File: config.mk
export PLATFORM = sky130hd
export DESIGN_NAME = axi4_id_user_tracker
export DESIGN_NICKNAME = d
export VERILOG_FILES = /design/src/rtl/axi4_tracker_pkg.sv /design/src/rtl/axi4_user_fifo.sv /design/src/rtl/axi4_id_user_tracker.sv
export SDC_FILE = /design/constraint.sdc
export NUM_CORES = 1
export LEC_CHECK = 0
export ABC_AREA = 0
export ABC_CLOCK_PERIOD_IN_PS = 5300
export CAP_MARGIN = 15
export CORE_MARGIN = 10
export CORE_UTILIZATION = 55
export DETAILED_ROUTE_END_ITERATION = 6
export PLACE_DENSITY = 0.78
export SYNTH_ARGS = -nofsm -noshare
export SYNTH_HDL_FRONTEND = slang
export SYNTH_SLANG_ARGS = --single-unit
File: constraint.sdc
create_clock -name clock -period 5.3 [get_ports clock]
set_clock_uncertainty 0.15 [all_clocks]
set_input_delay 0.795 -clock clock [delete_from_list [all_inputs] [get_ports clock]]
set_output_delay 0.795 -clock clock [all_outputs]
set_load 0.02 [all_outputs]
File: src/rtl/axi4_tracker_pkg.sv
// axi4_tracker_pkg: shared helpers, derived sizes and channel enum for the AXI4 user tracker
package axi4_tracker_pkg;
  typedef enum logic {CH_RD = 1'b0, CH_WR = 1'b1} channel_e;
  function automatic int clog2(input int v);
    int r;
    for (r = 0; (1 << r) < v; r++) begin
    end
    return r;
  endfunction
  function automatic int num_ids(input int id_w);
    return 1 << id_w;
  endfunction
  function automatic int cnt_w(input int id_w, input int depth);
    return clog2(num_ids(id_w) * depth + 1);
  endfunction
  localparam int NUM_IDS_DEF = num_ids(2);
  localparam int CNT_W_DEF = cnt_w(2, 2);
endpackage

File: src/rtl/axi4_user_fifo.sv
// axi4_user_fifo: DEPTH-entry user-bit queue for one ID on one channel
module axi4_user_fifo
  import axi4_tracker_pkg::*;
#(
  parameter int DEPTH = 2,
  parameter int USER_W = 5,
  localparam int QW = clog2(DEPTH + 1),
  localparam int PW = (DEPTH > 1) ? clog2(DEPTH) : 1
) (
  input  logic              clock,
  input  logic              reset_n,
  input  logic              push,
  input  logic [USER_W-1:0] push_data,
  input  logic              pop,
  output logic [USER_W-1:0] head,
  output logic              full,
  output logic              empty,
  output logic [QW-1:0]     count
);
  logic [USER_W-1:0] mem [DEPTH];
  logic [PW-1:0] wr_ptr, rd_ptr;
  assign head = mem[rd_ptr];
  assign full = count == QW'(DEPTH);
  assign empty = count == '0;
  // storage is only meaningful below count, so it needs no reset
  always_ff @(posedge clock)
    if (push) mem[wr_ptr] <= push_data;
  // pointers wrap modulo DEPTH; a push and pop together leave count unchanged
  always_ff @(posedge clock or negedge reset_n)
    if (!reset_n) begin
      wr_ptr <= '0;
      rd_ptr <= '0;
      count <= '0;
    end else begin
      if (push) wr_ptr <= (wr_ptr == PW'(DEPTH - 1)) ? '0 : wr_ptr + 1'b1;
      if (pop) rd_ptr <= (rd_ptr == PW'(DEPTH - 1)) ? '0 : rd_ptr + 1'b1;
      count <= count + QW'(push) - QW'(pop);
    end
endmodule

File: src/rtl/axi4_id_user_tracker.sv
// axi4_id_user_tracker: records AR/AW user bits per ID and returns them on the matching R/B
module axi4_id_user_tracker
  import axi4_tracker_pkg::*;
#(
  parameter int ID_W = 2,
  parameter int DEPTH = 2,
  parameter int USER_W = 5,
  localparam int NUM_IDS = num_ids(ID_W),
  localparam int CNT_W = cnt_w(ID_W, DEPTH),
  localparam int QW = clog2(DEPTH + 1)
) (
  input  logic              clock,
  input  logic              reset_n,
  input  logic              s_ar_valid,
  output logic              s_ar_ready,
  input  logic [ID_W-1:0]   s_ar_id,
  input  logic [USER_W-1:0] s_ar_user,
  output logic              m_ar_valid,
  input  logic              m_ar_ready,
  input  logic              m_r_valid,
  output logic              m_r_ready,
  input  logic [ID_W-1:0]   m_r_id,
  input  logic              m_r_last,
  output logic              s_r_valid,
  input  logic              s_r_ready,
  output logic [USER_W-1:0] s_r_user,
  input  logic              s_aw_valid,
  output logic              s_aw_ready,
  input  logic [ID_W-1:0]   s_aw_id,
  input  logic [USER_W-1:0] s_aw_user,
  output logic              m_aw_valid,
  input  logic              m_aw_ready,
  input  logic              m_b_valid,
  output logic              m_b_ready,
  input  logic [ID_W-1:0]   m_b_id,
  output logic              s_b_valid,
  input  logic              s_b_ready,
  output logic [USER_W-1:0] s_b_user,
  output logic [CNT_W-1:0]  rd_inflight,
  output logic [CNT_W-1:0]  wr_inflight,
  output logic              err_unexp,
  input  logic              err_clr
);
  logic [1:0][NUM_IDS-1:0] q_push, q_pop, q_full, q_empty;
  logic [USER_W-1:0] q_head [2][NUM_IDS];
  logic [QW-1:0] q_count [2][NUM_IDS];
  logic ar_full, aw_full, r_empty, b_empty;
  logic ar_fire, aw_fire, r_fire, b_fire, r_pop, b_pop, err_new;
  for (genvar c = 0; c < 2; c++) begin : g_ch
    for (genvar i = 0; i < NUM_IDS; i++) begin : g_id
      axi4_user_fifo #(.DEPTH(DEPTH), .USER_W(USER_W)) u_fifo (
        .clock(clock),
        .reset_n(reset_n),
        .push(q_push[c][i]),
        .push_data(c == int'(CH_RD) ? s_ar_user : s_aw_user),
        .pop(q_pop[c][i]),
        .head(q_head[c][i]),
        .full(q_full[c][i]),
        .empty(q_empty[c][i]),
        .count(q_count[c][i])
      );
    end
  end
  assign ar_full = q_full[CH_RD][s_ar_id];
  assign aw_full = q_full[CH_WR][s_aw_id];
  assign m_ar_valid = s_ar_valid & ~ar_full;
  assign s_ar_ready = m_ar_ready & ~ar_full;
  assign m_aw_valid = s_aw_valid & ~aw_full;
  assign s_aw_ready = m_aw_ready & ~aw_full;
  assign ar_fire = m_ar_valid & m_ar_ready;
  assign aw_fire = m_aw_valid & m_aw_ready;
  assign s_r_valid = m_r_valid;
  assign m_r_ready = s_r_ready;
  assign s_b_valid = m_b_valid;
  assign m_b_ready = s_b_ready;
  assign r_empty = q_empty[CH_RD][m_r_id];
  assign b_empty = q_empty[CH_WR][m_b_id];
  assign s_r_user = r_empty ? '0 : q_head[CH_RD][m_r_id];
  assign s_b_user = b_empty ? '0 : q_head[CH_WR][m_b_id];
  assign r_fire = m_r_valid & s_r_ready;
  assign b_fire = m_b_valid & s_b_ready;
  assign r_pop = r_fire & m_r_last & (q_count[CH_RD][m_r_id] != '0);
  assign b_pop = b_fire & (q_count[CH_WR][m_b_id] != '0);
  assign err_new = (r_fire & r_empty) | (b_fire & b_empty);
  // one-hot push/pop enables decoded from the request and response IDs
  always_comb begin
    q_push = '0;
    q_pop = '0;
    q_push[CH_RD][s_ar_id] = ar_fire;
    q_push[CH_WR][s_aw_id] = aw_fire;
    q_pop[CH_RD][m_r_id] = r_pop;
    q_pop[CH_WR][m_b_id] = b_pop;
  end
  // per-channel occupancy and sticky error; a new error beats a same-cycle clear
  always_ff @(posedge clock or negedge reset_n)
    if (!reset_n) begin
      rd_inflight <= '0;
      wr_inflight <= '0;
      err_unexp <= 1'b0;
    end else begin
      rd_inflight <= rd_inflight + CNT_W'(ar_fire) - CNT_W'(r_pop);
      wr_inflight <= wr_inflight + CNT_W'(aw_fire) - CNT_W'(b_pop);
      err_unexp <= err_new | (err_unexp & ~err_clr);
    end
endmodule

==> out/qor.csv <==
metric,value,unit
status,"finished, final reports clean",
end_kind,primary output,
grt_antenna_before_repair,0,
n_fill_cell,725,
synthesis.area,5540,sq um
setup_violations,0,
coreArea,9820,sq um
die_w,120,microns
cts_tree,yes,
grt_max_degree,42,
use_met3,5.30,%
power_frac_clock,33.5,%
total_power,3.48,mW
internal_power,2.41,mW
syn_nets,440,
ys_async_sr_fraction,33.9,%
finalHoldViolCount,0,
crit_path_start_kind,input pin,
power.leakage,2.72,nW
numCtsBuffers,17,
synth_top_flop_cell,edfxtp_1,
cts_max_level,4,
top_usage_layer,met2,
hold_class,input pin to asynchronous set/reset pin,
ctsResizeCount,0,
grt_pass1_wl,17500,microns
grt_pass1_vias,3382,
chipHeight,120,microns
crit_type,input pin to primary output,
post-cts-setup-buffers,0,
grtUsageTotal,15.3,%
drtPass1Iterations,5,
post-route-period-util,79.1,%
yosysWarnings,0,
clk_pin_slew,0.06,ns
synth_cells,384,
p_sw_share,30.7,%
viasPerCell,5.29,
ys_ff_latch,121,
max-cap-violations,0,
dieArea,14500,sq um
p_per_area,516,nW/um^2
cts-root-buf,clkbuf_8,
synth-seq-area-share,61.8,%
cp.arrival,3.25,ns
rows,36,
pwr-share-comb,25.6,%
dp.final_hpwl,7450,microns
cts.path.max_buffers,2,
required,4.36,ns
area_growth,21.7,%
nets,492,
synth-edff-count,80,
drc,0,
post-route-min-period,4.19,ns
slew_violations,0,
globalRouteOverflowTotal,0,
rsz0062_at_grt,no,
n_antenna_cell,0,
met1_usage,17.3,%
holdWs,0.303,ns
place_congestion,0.793,
io_pins,57,
wire_per_inst,18.0,microns
clkSinkCount,121,
drtAntennaViolNets,0,
relSlewSlack,26.2,%
tightest_slew,1.10,ns
syn_avg_cell_area,14.4,sq um
synth_cell_types,43,
irDropWorstVdd,306,uV
layout-drive-gt1-share,11.4,%
num_vias,3080,
worstSkewPairLatency,0.50,ns
crit_path_max_fanout,13,
tns,0,ns
power_switching,1.07,mW
drt_iter0_drc,172,
use_met2,26.9,%
wl,10500,microns
fmax,239,MHz
cts_hold_buf,0,
port_buffers,56,
start_util,56.5,%
seq_power_share,40.9,%
cell families (layout without fill, tap and decap cells):
| family | Yosys count | after routing | synth area share [%] |
|---|---|---|---|
| flip-flops | 121 | 121 | 61.8 |
| AND/OR/NAND/NOR | 78 | 78 | 7.97 |
| buffers and inverters | 58 | 123 | 4.65 |
| multiplexers | 50 | 50 | 11.4 |
| XOR/XNOR | 38 | 38 | 6.27 |
| adder cells (fa/ha/maj) | 26 | 26 | 6.14 |
| AO/OA/AOI/OAI | 13 | 13 | 1.72 |
final timing paths:
check,startpoint,end,slack (ns),depth (start not counted)
worst max-delay path,m_r_id[1],s_r_user[0],1.11,5
worst min-delay path,reset_n,g_ch[1].g_id[0].u_fifo.rd_ptr,0.30,1
worst max register to register,g_ch[0].g_id[1].u_fifo.count[1],rd_inflight[1],2.54,10
worst min register to register,g_ch[0].g_id[0].u_fifo.wr_ptr,g_ch[0].g_id[0].u_fifo.wr_ptr,0.34,1
max in group asynchronous,reset_n,g_ch[0].g_id[0].u_fifo.rd_ptr,4.08,1
min in group clock,g_ch[0].g_id[0].u_fifo.wr_ptr,g_ch[0].g_id[0].u_fifo.wr_ptr,0.34,1
Yosys cell counts (3+ instances only):
cell type / count / area share (%)
mux2i_1: 40 / 7.2
buf_6: 3 / 0.61
nor4b_1: 3 / 0.47
xnor2_1: 28 / 4.4
buf_4: 4 / 0.54
mux4_2: 8 / 3.2
ha_1: 24 / 5.4
a21oi_1: 4 / 0.36
and2_1: 6 / 0.68
clkbuf_1: 14 / 0.95
nor2_1: 25 / 1.7
dfrtp_1: 41 / 19
inv_1: 34 / 2.3
edfxtp_1: 80 / 43
nor4_1: 5 / 0.56
or2_2: 3 / 0.34
nor3_1: 5 / 0.45
nor3b_1: 3 / 0.41
nand2_1: 8 / 0.54
xor2_1: 8 / 1.3
or3_1: 5 / 0.56
nand3_1: 5 / 0.45
sequential cells by signal, summed over array words and instances, names as in the netlist:
name,cells
g_ch.g_id.u_fifo.wr_ptr,8
wr_inflight,4
g_ch.g_id.u_fifo.rd_ptr,8
rd_inflight,4
err_unexp,1
g_ch.g_id.u_fifo.mem,80
g_ch.g_id.u_fifo.count,16
layer usage:
layer | share of wire (%) | wire [microns]
met3 | 5.0 | 526
met5 | 0 | 0
met2 | 52 | 5460
met4 | 0.64 | 67
met1 | 42 | 4410
critical path: stages:
cell,delay (ns)
clkdlybuf4s50_1,0.69
nor4b_1,0.29
or4_4,0.65
nor2_1,0.18
clkdlybuf4s50_1,0.63
through the flow:
step | area, sq um | cells | setup WS (ns) | utilization, %
CTS | 6740 | 581 | 1.11 | 68.7
finish | 6750 | 582 | 1.11 | 68.7
detailed placement | 6140 | 549 | 1.13 | 62.5
floorplan | 5540 | 384 | 2.16 | -
global placement | 6140 | 549 | 1.21 | 62.5
global route | 6750 | 582 | 1.03 | 68.7
power groups by stage:
stage / sequential [mW] / combinational, mW / clock [mW]
after global placement: 1.43 / 0.865 / 0
after detailed placement: 1.44 / 0.897 / 0
after global routing: 1.45 / 0.988 / 1.24
final: 1.42 / 0.892 / 1.17
after floorplan: 1.36 / 0.648 / 0
after CTS: 1.43 / 0.910 / 1.19
cell usage in the layout (no fill, tap or decap), types with 2 or more instances in the layout:
cell type	count
fa_1	2
edfxtp_1	80
nor2_1	25
or2_2	3
clkinv_4	2
a21oi_1	4
inv_6	4
nor4_1	5
nor3_1	5
ha_1	24
or2b_1	2
mux4_2	8
mux4_1	2
nor4b_1	3
xor2_1	8
clkbuf_16	16
mux2i_1	40
nor3b_1	3
nand3_1	5
bufinv_16	3
inv_8	2
a311o_1	2
nand2_1	8
or3_4	2
a21o_1	2
clkdlybuf4s50_1	55
xnor2_1	28
xnor2_2	2
or3_1	5
dfrtp_1	41
inv_1	34
and2_1	6
clkinvlp_4	3
cell type report:
class	instances	area [sq um]	area share (%)
flip-flops and latches	121	3430	50.8
clock buffers	18	418	6.19
inverters	34	128	1.89
clock inverters	14	188	2.78
repair buffers	57	561	8.31
multi-input cells	205	1860	27.5
well taps	133	166	2.47
Power figures use the tool's default switching activity.
